**src/rtl/pipe_stage_elastic.sv**
```systemverilog
// Elastic pipeline stage: main + skid entry with valid/ready flow control,
// synchronous squash and a saturating back-pressure stall counter.
module pipe_stage_elastic #(
    parameter int CTRL_W  = 16,
    parameter int DATA_W  = 128,
    parameter int NUM_OPS = 2,
    parameter int ADDR_W  = 4
) (
    input  logic                        clk,
    input  logic                        rst,
    input  logic                        flush,
    input  logic                        in_valid,
    output logic                        in_ready,
    input  logic [CTRL_W-1:0]           in_ctrl,
    input  logic [ADDR_W-1:0]           in_dest,
    input  logic [NUM_OPS*ADDR_W-1:0]   in_src,
    input  logic [NUM_OPS*DATA_W-1:0]   in_data,
    output logic                        out_valid,
    input  logic                        out_ready,
    output logic [CTRL_W-1:0]           out_ctrl,
    output logic [ADDR_W-1:0]           out_dest,
    output logic [NUM_OPS*ADDR_W-1:0]   out_src,
    output logic [NUM_OPS*DATA_W-1:0]   out_data,
    output logic [1:0]                  occupancy,
    output logic [15:0]                 stall_cnt
);

    localparam int SRC_W = NUM_OPS * ADDR_W;
    localparam int OPS_W = NUM_OPS * DATA_W;

    typedef enum logic [1:0] {
        ST_EMPTY = 2'd0,
        ST_ONE   = 2'd1,
        ST_FULL  = 2'd2
    } state_e;

    state_e              state_q, state_d;

    logic [CTRL_W-1:0]   main_ctrl_q, main_ctrl_d;
    logic [ADDR_W-1:0]   main_dest_q, main_dest_d;
    logic [SRC_W-1:0]    main_src_q, main_src_d;
    logic [OPS_W-1:0]    main_data_q, main_data_d;

    logic [CTRL_W-1:0]   skid_ctrl_q, skid_ctrl_d;
    logic [ADDR_W-1:0]   skid_dest_q, skid_dest_d;
    logic [SRC_W-1:0]    skid_src_q, skid_src_d;
    logic [OPS_W-1:0]    skid_data_q, skid_data_d;

    logic [15:0]         stall_q, stall_d;

    logic                accept;
    logic                issue;

    // in_ready comes straight from state, never from out_ready
    assign in_ready  = (state_q != ST_FULL);
    assign out_valid = (state_q != ST_EMPTY);
    assign occupancy = 2'(state_q);

    assign accept = in_valid && in_ready;
    assign issue  = out_valid && out_ready;

    assign out_ctrl  = main_ctrl_q;
    assign out_dest  = main_dest_q;
    assign out_src   = main_src_q;
    assign out_data  = main_data_q;
    assign stall_cnt = stall_q;

    always_comb begin
        stall_d = stall_q;
        if (out_valid && !out_ready && (stall_q != 16'hFFFF)) begin
            stall_d = stall_q + 16'd1;
        end
    end

    always_comb begin
        state_d     = state_q;
        main_ctrl_d = main_ctrl_q;
        main_dest_d = main_dest_q;
        main_src_d  = main_src_q;
        main_data_d = main_data_q;
        skid_ctrl_d = skid_ctrl_q;
        skid_dest_d = skid_dest_q;
        skid_src_d  = skid_src_q;
        skid_data_d = skid_data_q;

        if (flush) begin
            // squashed entries become bubbles: no control, no destination
            state_d     = ST_EMPTY;
            main_ctrl_d = '0;
            main_dest_d = '0;
            skid_ctrl_d = '0;
            skid_dest_d = '0;
        end else begin
            unique case (state_q)
                ST_EMPTY: begin
                    if (accept) begin
                        state_d     = ST_ONE;
                        main_ctrl_d = in_ctrl;
                        main_dest_d = in_dest;
                        main_src_d  = in_src;
                        main_data_d = in_data;
                    end
                end
                ST_ONE: begin
                    if (accept && issue) begin
                        main_ctrl_d = in_ctrl;
                        main_dest_d = in_dest;
                        main_src_d  = in_src;
                        main_data_d = in_data;
                    end else if (accept) begin
                        state_d     = ST_FULL;
                        skid_ctrl_d = in_ctrl;
                        skid_dest_d = in_dest;
                        skid_src_d  = in_src;
                        skid_data_d = in_data;
                    end else if (issue) begin
                        state_d = ST_EMPTY;
                    end
                end
                ST_FULL: begin
                    if (issue) begin
                        state_d     = ST_ONE;
                        main_ctrl_d = skid_ctrl_q;
                        main_dest_d = skid_dest_q;
                        main_src_d  = skid_src_q;
                        main_data_d = skid_data_q;
                    end
                end
                default: begin
                    state_d = ST_EMPTY;
                end
            endcase
        end
    end

    always_ff @(posedge clk) begin
        if (rst) begin
            state_q     <= ST_EMPTY;
            main_ctrl_q <= '0;
            main_dest_q <= '0;
            main_src_q  <= '0;
            main_data_q <= '0;
            skid_ctrl_q <= '0;
            skid_dest_q <= '0;
            skid_src_q  <= '0;
            skid_data_q <= '0;
            stall_q     <= '0;
        end else begin
            state_q     <= state_d;
            main_ctrl_q <= main_ctrl_d;
            main_dest_q <= main_dest_d;
            main_src_q  <= main_src_d;
            main_data_q <= main_data_d;
            skid_ctrl_q <= skid_ctrl_d;
            skid_dest_q <= skid_dest_d;
            skid_src_q  <= skid_src_d;
            skid_data_q <= skid_data_d;
            stall_q     <= stall_d;
        end
    end

endmodule

```
**config.mk**
```make
export PLATFORM = sky130hd
export DESIGN_NAME = pipe_stage_elastic
export DESIGN_NICKNAME = d
export VERILOG_FILES = /design/src/rtl/pipe_stage_elastic.sv
export SDC_FILE = /design/constraint.sdc
export NUM_CORES = 1
export LEC_CHECK = 0
export BUFFER_PORTS_ARGS = -buffer_cell sky130_fd_sc_hd__buf_2
export CAP_MARGIN = 5
export CORE_MARGIN = 4
export CORE_UTILIZATION = 40
export CTS_CLUSTER_SIZE = 12
export DETAILED_ROUTE_END_ITERATION = 6
export HOLD_SLACK_MARGIN = 0.1
export PLACE_DENSITY = 0.68
export SLEW_MARGIN = 15
export SYNTH_ARGS = -nofsm -noshare
export SYNTH_HDL_FRONTEND = slang
export SYNTH_SLANG_ARGS = --single-unit
```
**constraint.sdc**
```tcl
create_clock -name clk -period 2.5 [get_ports clk]
set_clock_uncertainty 0.2 [all_clocks]
set_input_delay 0.375 -clock clk [delete_from_list [all_inputs] [get_ports clk]]
set_output_delay 0.375 -clock clk [all_outputs]
set_load 0.005 [all_outputs]
```
==> results.txt <==
Outcome = complete, no violations
Buffer count from post-CTS setup fixing = 0
Fraction of the cycle the final worst path needs = 94.67%
Setup slack after layout = 0.1333 ns
IR Drop Worst-Case VDD = 588.6 uV
Pin count of the biggest net entering global routing = 133
Critical path peak fanout = 26
Sequential area share after synthesis = 48.70%
Height of the die = 253.4 um
Floorplan die area = 64,210 sq um
Class of the most critical setup path = input port to flop
Global placer's final weighted congestion = 0.8353
Yosys warnings = 0
DR pass1 iterations = 6
Total via count after detailed routing = 23.04k
Clk root buf = clkbuf_16
Type of the worst min-delay path = flop to flop
Clk pin slew, worst setup/hold paths = 0.06 ns
Overall overflow remaining after global route = 0
Violation count after the first detailed-routing iteration = 1,609
Post-place setup slack = 0.2694 ns
Placed wire-length estimate after detailed placement = 49.13 mm
Number of global-route vias before repair = 21.71k
Minimum hold slack = 0.2516 ns
Minimum clock period = 2.367 ns
Clock Latency Late Sink = 0.60 ns
Width of the die = 253.4 um
GR Util All Layers = 22.37%
Area growth syn-to-layout = 34.83%
Type of element capturing the critical path = flop
Post-route DRC = 0
Required time of the critical path = 2.83 ns
Top cells by area in the synthesized netlist = dfxtp_1 (49%), a21oi_1 (12%), mux2i_1 (11%)
Via density per instance = 5.416
Maximum level of the CTS H-tree = 2
Mapped cell area = 24,090 sq um
Areal power density over the cells = 651.3 nW/um^2
Net total in the final layout = 3,730
Row count = 89
Max Cap Viol = 0
Data arrival time of the worst path = 2.70 ns
Number of antenna-violating nets in the routed design = 0
Final hold vios = 0
Area of placed instances = 27,620 sq um
Net Count, Synth = 2,979
Total negative slack for setup checks = 0 ns
Routed length per instance = 18.09 um
Sinks on Clock Net = 586
Starting utilization of the core area = 40.58%
Total count of max-transition violations in the final report = 0
Worst-Margin Slew = 0.6476 ns
Worst relative slew slack = 56.43%
Antenna violations before repair = 4
Final count of negative-setup-slack endpoints = 0
Count of mapped cells out of synthesis = 2,689
Maximum root-to-sink buffer count = 3
IO buf count = 592
Ports = 593
Number of flip-flops and latches in the synthesized netlist = 586
Number of different library cells in the post-synthesis netlist = 42
Core outline area = 59,350 sq um
FILL cells = 5,178
Wire length after detailed routing = 76.94 mm
CTS Buf Count = 60
Largest area contributor in the netlist = dfxtp_1
Post-route cell area = 32,480 sq um
Share of the synthesized area in the top cell type = 48.70%
Wire length of the first global-routing pass = 119.2 mm
Share of final-layout standard cells stronger than drive strength 1 = 22.43%
Fmax = 0.4225 GHz
CTS tree = built
RSZ-0062 raised after global routing = no
Pleak = 14.32 nW
Average cell area after synthesis = 8.958 sq um
Kind of start point of the critical path = input port
what timing repair did:
| item | CTS | global route |
|---|---|---|
| endpoints found under the hold margin | 586 | 0 |
| setup endpoints to repair | 1 | 6 |
| gates resized for setup | 2 | 3 |
| hold buffers | 296 | 0 |
| gates cloned | 0 | 0 |
area by class of cell:
type                    instances  area, sq um  share of cell area [%]
repair buffers                975         6989                   21.52
multi-input cells            1813        10880                   33.49
inverters                       4        30.03                 0.09246
flip-flops and latches        586        11730                   36.13
clock inverters                10        113.9                  0.3506
diodes                          3        7.507                 0.02312
well taps                     773        967.2                   2.978
clock buffers                  89         1762                   5.424
cell families after synthesis:
kind of cell | Yosys count | share of synthesized area (%)
mux | 267 | 11.11
buf+inv | 290 | 6.343
simple gates | 681 | 11.24
compound gates | 864 | 22.55
fa+ha+maj | 1 | 0.05194
flops | 586 | 48.70
layout by cell type, fill, tap and decap left out, types with 2 or more instances in the layout:
| cell | n |
|---|---|
| nand4_1 | 6 |
| nor2_1 | 25 |
| mux2i_1 | 265 |
| inv_6 | 3 |
| clkbuf_1 | 15 |
| bufinv_16 | 2 |
| buf_4 | 55 |
| o31ai_1 | 8 |
| mux2_2 | 2 |
| or2_2 | 2 |
| nand2_1 | 611 |
| a21oi_1 | 559 |
| or4_1 | 7 |
| or3_1 | 3 |
| buf_12 | 32 |
| clkinv_2 | 4 |
| dfxtp_1 | 585 |
| nor2b_1 | 4 |
| buf_2 | 591 |
| o21ai_0 | 3 |
| a311oi_1 | 284 |
| dlygate4sd3_1 | 296 |
| and3_1 | 3 |
| nor4_1 | 3 |
| a211oi_1 | 4 |
| nand3b_1 | 2 |
| inv_1 | 2 |
| inv_8 | 2 |
| clkbuf_16 | 61 |
| diode_2 | 3 |
| nand3_1 | 5 |
| clkbuf_8 | 13 |
worst max-delay path: stages:
cell           delay [ns]
dlygate4sd3_1        0.54
buf_2                0.16
nand4bb_2            0.31
nor2_4               0.19
buf_12               0.17
buf_12               0.18
nand2_1              0.08
a21oi_1              0.12
dlygate4sd3_1        0.56
metal layers:
metal	up-vias	track usage, %	wire [um]
li1	11200	-	-
met1	10750	27.69	30960
met2	847	37.86	37620
met3	238	4.108	4688
met4	4	10.46	3647
met5	-	0	27
cells in the mapped netlist (all sizes together):
| master | n |
|---|---|
| nor4 | 4 |
| clkbuf | 131 |
| ha | 1 |
| or2 | 2 |
| dfxtp | 586 |
| a21boi | 1 |
| nor2 | 26 |
| and4 | 1 |
| mux2i | 265 |
| o21bai | 1 |
| nor2b | 5 |
| nand4 | 6 |
| nand2 | 612 |
| a21oi | 559 |
| nand4bb | 1 |
| a311oi | 284 |
| nor3 | 1 |
| and3 | 3 |
| o31ai | 8 |
| or3 | 3 |
| nand2b | 1 |
| o21ba | 1 |
| o22ai | 1 |
| mux2 | 2 |
| a31oi | 1 |
| and4bb | 1 |
| nand3b | 2 |
| or4 | 7 |
| inv | 4 |
| a211oi | 4 |
| o21ai | 4 |
| nand3 | 6 |
| buf | 155 |
state kept, by name, summed over array words and instances (netlist names):
signal	flops
stall_cnt	16
skid_ctrl_q	16
out_ctrl	16
occupancy	2
out_dest	4
skid_data_q	256
skid_dest_q	4
skid_src_q	8
out_src	8
out_data	256
worst paths after layout:
path | cells past startpoint | slack, ns | endpoint | start
worst max-delay path | 9 | 0.13 | skid_data_q[255]$_SDFFE_PP0P_ | out_ready
worst min register to register | 2 | 0.25 | skid_data_q[222]$_SDFFE_PP0P_ | skid_data_q[222]$_SDFFE_PP0P_
worst max register to register | 6 | 0.19 | skid_data_q[27]$_SDFFE_PP0P_ | occupancy[1]$_SDFFE_PP0P_
worst min-delay path | 2 | 0.25 | skid_data_q[222]$_SDFFE_PP0P_ | skid_data_q[222]$_SDFFE_PP0P_
power breakdown:
part / internal, mW / switching, mW / leakage, nW
registers: 9.71 / 0.244 / 4.78
logic: 1.21 / 1.34 / 8.62
clock network: 5.02 / 3.63 / 0.921
total: 15.9 / 5.21 / 14.3
stage by stage:
| step | power, mW | util (%) | instances |
|---|---|---|---|
| floorplan | 11.28 | - | 2689 |
| global placement | 12.28 | 46.53 | 3856 |
| detailed placement | 12.30 | 46.53 | 3856 |
| CTS | 21.32 | 54.68 | 4250 |
| global route | 21.97 | 54.71 | 4252 |
| finish | 21.15 | 54.72 | 4253 |
Note: power is estimated with default switching activity, not from simulation.
